===== src/rtl/mos6502s_reg_sequencer.sv =====
// A/X/Y register micro-op sequencer: IDLE -> OPER -> WRITE, one command per 3 cycles.
// Define MOS6502S_REGSEQ_INCDEC_EN to enable INX/DEX/INY/DEY (ops 7-10); otherwise they are illegal.
module mos6502s_reg_sequencer (
    input  logic       clk,
    input  logic       rst,
    input  logic       cmd_valid,
    output logic       cmd_ready,
    input  logic [3:0] cmd_op,
    input  logic [7:0] cmd_data,
    input  logic [7:0] a_in,
    input  logic [7:0] x_in,
    input  logic [7:0] y_in,
    output logic [7:0] reg_data,
    output logic       load_a,
    output logic       load_x,
    output logic       load_y,
    output logic       flag_we,
    output logic       flag_n,
    output logic       flag_z,
    output logic       done,
    output logic       err
);

    localparam logic [1:0] S_IDLE  = 2'd0;
    localparam logic [1:0] S_OPER  = 2'd1;
    localparam logic [1:0] S_WRITE = 2'd2;

    localparam logic [1:0] D_NONE = 2'd0;
    localparam logic [1:0] D_A    = 2'd1;
    localparam logic [1:0] D_X    = 2'd2;
    localparam logic [1:0] D_Y    = 2'd3;

    logic [1:0] state;
    logic [3:0] op_q;
    logic [7:0] data_q;
    logic [7:0] res;
    logic [1:0] dest;
    logic       op_legal;

    always_comb begin
        op_legal = (cmd_op <= 4'd6) || (cmd_op == 4'd11);
`ifdef MOS6502S_REGSEQ_INCDEC_EN
        if (cmd_op >= 4'd7 && cmd_op <= 4'd10)
            op_legal = 1'b1;
`endif
    end

    // Sources are sampled in OPER, so the previous WRITE has already landed in the register file.
    always_comb begin
        res  = 8'h00;
        dest = D_NONE;
        case (op_q)
            4'd0:  begin res = data_q; dest = D_A; end
            4'd1:  begin res = data_q; dest = D_X; end
            4'd2:  begin res = data_q; dest = D_Y; end
            4'd3:  begin res = a_in;   dest = D_X; end
            4'd4:  begin res = a_in;   dest = D_Y; end
            4'd5:  begin res = x_in;   dest = D_A; end
            4'd6:  begin res = y_in;   dest = D_A; end
`ifdef MOS6502S_REGSEQ_INCDEC_EN
            4'd7:  begin res = x_in + 8'd1; dest = D_X; end
            4'd8:  begin res = x_in - 8'd1; dest = D_X; end
            4'd9:  begin res = y_in + 8'd1; dest = D_Y; end
            4'd10: begin res = y_in - 8'd1; dest = D_Y; end
`endif
            default: begin res = 8'h00; dest = D_NONE; end
        endcase
    end

    assign cmd_ready = (state == S_IDLE);

    always_ff @(posedge clk) begin
        if (rst) begin
            state    <= S_IDLE;
            op_q     <= 4'd0;
            data_q   <= 8'h00;
            reg_data <= 8'h00;
            load_a   <= 1'b0;
            load_x   <= 1'b0;
            load_y   <= 1'b0;
            flag_we  <= 1'b0;
            flag_n   <= 1'b0;
            flag_z   <= 1'b0;
            done     <= 1'b0;
            err      <= 1'b0;
        end else begin
            load_a  <= 1'b0;
            load_x  <= 1'b0;
            load_y  <= 1'b0;
            flag_we <= 1'b0;
            done    <= 1'b0;
            err     <= 1'b0;
            case (state)
                S_IDLE: begin
                    if (cmd_valid) begin
                        if (op_legal) begin
                            op_q   <= cmd_op;
                            data_q <= cmd_data;
                            state  <= S_OPER;
                        end else begin
                            err <= 1'b1;
                        end
                    end
                end
                S_OPER: begin
                    // Outputs are registered here so they are high exactly during WRITE.
                    state <= S_WRITE;
                    done  <= 1'b1;
                    if (dest != D_NONE) begin
                        reg_data <= res;
                        load_a   <= (dest == D_A);
                        load_x   <= (dest == D_X);
                        load_y   <= (dest == D_Y);
                        flag_we  <= 1'b1;
                        flag_n   <= res[7];
                        flag_z   <= (res == 8'h00);
                    end
                end
                S_WRITE: state <= S_IDLE;
                default: state <= S_IDLE;
            endcase
        end
    end

endmodule


===== config.mk =====
export PLATFORM = sky130hd
export DESIGN_NAME = mos6502s_reg_sequencer
export DESIGN_NICKNAME = d
export VERILOG_FILES = /design/src/rtl/mos6502s_reg_sequencer.sv
export SDC_FILE = /design/constraint.sdc
export NUM_CORES = 1
export LEC_CHECK = 0
export CORE_MARGIN = 1
export CORE_UTILIZATION = 44
export CTS_BUF_LIST = sky130_fd_sc_hd__clkbuf_16
export DETAILED_ROUTE_END_ITERATION = 7
export PLACE_DENSITY = 0.83
export SLEW_MARGIN = 10
export SYNTH_ARGS = -nofsm -noshare
export SYNTH_HDL_FRONTEND = slang
export SYNTH_SLANG_ARGS = --single-unit

===== constraint.sdc =====
create_clock -name clk -period 2.4 [get_ports clk]
set_clock_uncertainty 0.2 [all_clocks]
set_input_delay 0.72 -clock clk [delete_from_list [all_inputs] [get_ports clk]]
set_output_delay 0.72 -clock clk [all_outputs]
set_load 0.01 [all_outputs]

==> results_dict.tcl <==
set metrics [dict create \
    outcome "finished, final reports clean" \
    critPathMaxFanout 3 \
    cts_buffers 5 \
    p_int_mw 1.002 \
    gp_congestion 0.9338 \
    dieArea_um2 3750 \
    min_path_type "register to register" \
    postCtsHoldBufs 0 \
    grt_max_degree 26 \
    ctsResizeCount 0 \
    yosys.area.top_type "dfxtp_1" \
    whs_ps 293.2 \
    io_pins 56 \
    p_seq_share_pct 40.0 \
    crit_family "buffers and inverters" \
    hold_violations 0 \
    syn2layout_area_growth_pct 44.16 \
    end_kind "output port" \
    viasPerCell 5.198 \
    hp-start "data_q[6]" \
    max_freq_mhz 425.2 \
    diodes 0 \
    reg2reg_setup_slack_ps 320 \
    design_power_total_mw 1.303 \
    grt_usage_pct 22.40 \
    mostFrequentLayoutCell "clkdlybuf4s50_1" \
    postSynthAreaPerCell_um2 9.711 \
    min_period_ps 2352 \
    place_inst 255 \
    cts_buffer_depth 2 \
    postPlaceCellArea_um2 2093 \
    start_kind "register" \
    fin_area_um2 2226 \
    insertion_delay_ps 270 \
    cts_htree_levels 2 \
    seq_area_frac_synth_pct 37.60 \
    die_width_um 61.24 \
    slowest_delay_ps 590 \
    wire_per_inst_um 14.20 \
    irDropWorstVdd_mv 0.4358 \
    core_area_um2 3337 \
    cp.arrival_ps 1430 \
    setup_viol 0 \
    cts_tree "built" \
    pwr-share-clk_pct 42.8 \
    drive_above_1_share_pct 10.65 \
    cts_setup_buffers 0 \
    layout_common_cells "55 x clkdlybuf4s50_1, 29 x dfxtp_1, 24 x nor2_1, 24 x mux2i_1, 8 x buf_4" \
    slowest_stage "clkdlybuf4s50_1" \
    die_height_um 61.24 \
    rsz0062_at_grt "no" \
    crit_type "register to output port" \
    p_comb_share_pct 17.2 \
    timing.rr.end "reg_data[5]" \
    vias 1362 \
    crit_buf_inv 1 \
    place.port_buffers 55 \
    num_rows 21 \
    fin_crit_sh_pct 98.00 \
    final_cells 262 \
    r2r-start "op_q[2]" \
    synth_fp_nets 198 \
    first_iter_violations 67 \
    maxCapViolCount 0 \
    drcViolationCount 0 \
    p_sw_share_pct 23.07 \
    maxSlewViolCount 0 \
    p_leak_nw 0.8715 \
    worstMarginPinSlew_ps 855.9 \
    synth_warnings 0 \
    antenna_found_initial 0 \
    synth.top_cell.area_share_pct 37.60 \
    path_cells "nor2_1, clkdlybuf4s50_1" \
    synth.distinct_cells 42 \
    dp_hpwl_mm 2.850 \
    initial_core_util_pct 46.27 \
    grt_pass1_vias 1272 \
    cts.sinks 29 \
    syn_area_um2 1544 \
    synth_area_leaders "dfxtp_1 38%, mux2i_1 16%, nor2_1 5.8%" \
    p_per_area_nw_per_um2 585.2 \
    grt_first_pass_wirelength_mm 5.906 \
    gr-total-overflow 0 \
    cp.required_ps 1480 \
    drt.antenna.violating_nets 0 \
    worstRegToRegCells 4 \
    hold_depth 2 \
    syn_inst 159 \
    clkSlewWorstSetupHoldPaths_ps 50 \
    relSlewSlack_pct 42.63 \
    routed_wl_mm 3.720 \
    drt-pass1-iter-count 4 \
    nets 255 \
    root_buffer "clkbuf_16" \
    holdPathEnd "data_q[6]" \
    final_util_pct 66.70 \
    postSynthRegisterBits 29 \
    power_switching_mw 0.3005 \
]
[cell usage after synthesis (all sizes together)]
library cell,instances
nand4,1
a211oi,5
dfxtp,29
nand2b,4
a21o,4
inv,2
nor2b,4
nand3b,3
mux2i,24
and2b,1
and3,2
nor2,24
and3b,4
nor4,1
o21ba,1
and4b,1
nor3b,2
o2bb2ai,5
or3b,1
mux2,3
or4,1
or3,1
o21ai,4
o211ai,3
buf,11
clkbuf,2
o22a,1
a21oi,3
nor3,4
nand3,1
nand2,7
[per-stage QoR]
| step | setup TNS (ps) | setup WS (ps) |
|---|---|---|
| 2_1_floorplan | 0 | 435.8 |
| 3_3_place_gp | 0 | 24.82 |
| 3_5_place_dp | -1191 | -123.1 |
| 4_1_cts | 0 | 69.69 |
| 5_1_grt | 0 | 18.98 |
| 6_report | 0 | 47.92 |
[registers in the layout, summed over array words and instances (netlist names)]
register,count
data_q,8
done,1
err,1
flag_we,1
flag_z,1
load_a,1
load_x,1
load_y,1
op_q,4
reg_data,8
state,2
[worst register-to-register path: cells and delay by family, from the launching register on]
family           cells  cell delay, ps
multiplexers         1             270
AND/OR/NAND/NOR      3            1030
flip-flops           1             460
[power by group through the flow]
stage | Combinational [mW] | Sequential, mW | Clock, mW
2_1_floorplan | 0.127 | 0.524 | 0
6_report | 0.223 | 0.521 | 0.558
3_5_place_dp | 0.222 | 0.530 | 0
5_1_grt | 0.243 | 0.523 | 0.599
3_3_place_gp | 0.217 | 0.528 | 0
4_1_cts | 0.224 | 0.521 | 0.572
[cell type report]
class / instances / area [um2]
flip-flops and latches: 29 / 580.6
multi-input cells: 115 / 837.1
clock buffers: 5 / 125.1
fillers: 285 / 1111
well taps: 46 / 57.56
clock inverters: 2 / 7.507
inverters: 2 / 7.507
repair buffers: 63 / 610.6
[routing by layer]
layer / share of wire (%) / track usage (%) / vias up / routed length [um]
met4: 1.5 / 9.091 / 0 / 55
met2: 47 / 34.16 / 49 / 1763
met1: 45 / 28.42 / 636 / 1681
li1: - / - / 672 / -
met5: 0 / 0 / - / 0
met3: 5.9 / 8.613 / 5 / 221
[how the worst max path moves through the flow]
| stage | end | cells after the start | slack, ps | from |
|---|---|---|---|---|
| after floorplan | data_q[1] | 7 | 440 | cmd_op[1] |
| after global placement | data_q[0] | 7 | 20 | cmd_op[1] |
| after detailed placement | op_q[1] | 7 | -120 | cmd_op[1] |
| after CTS | cmd_ready | 2 | 70 | state[0] |
| after global routing | cmd_ready | 2 | 20 | state[0] |
| final | cmd_ready | 2 | 50 | state[0] |
[logic make-up (layout without fill, tap and decap cells)]
group / count (synthesis) / count (layout) / share of synthesized area (%)
flops: 29 / 29 / 37.60
compound gates: 26 / 26 / 12.88
mux: 27 / 27 / 17.75
buf+inv: 15 / 72 / 8.185
simple gates: 62 / 62 / 23.58
No activity file was read; power rests on OpenSTA's default activity.
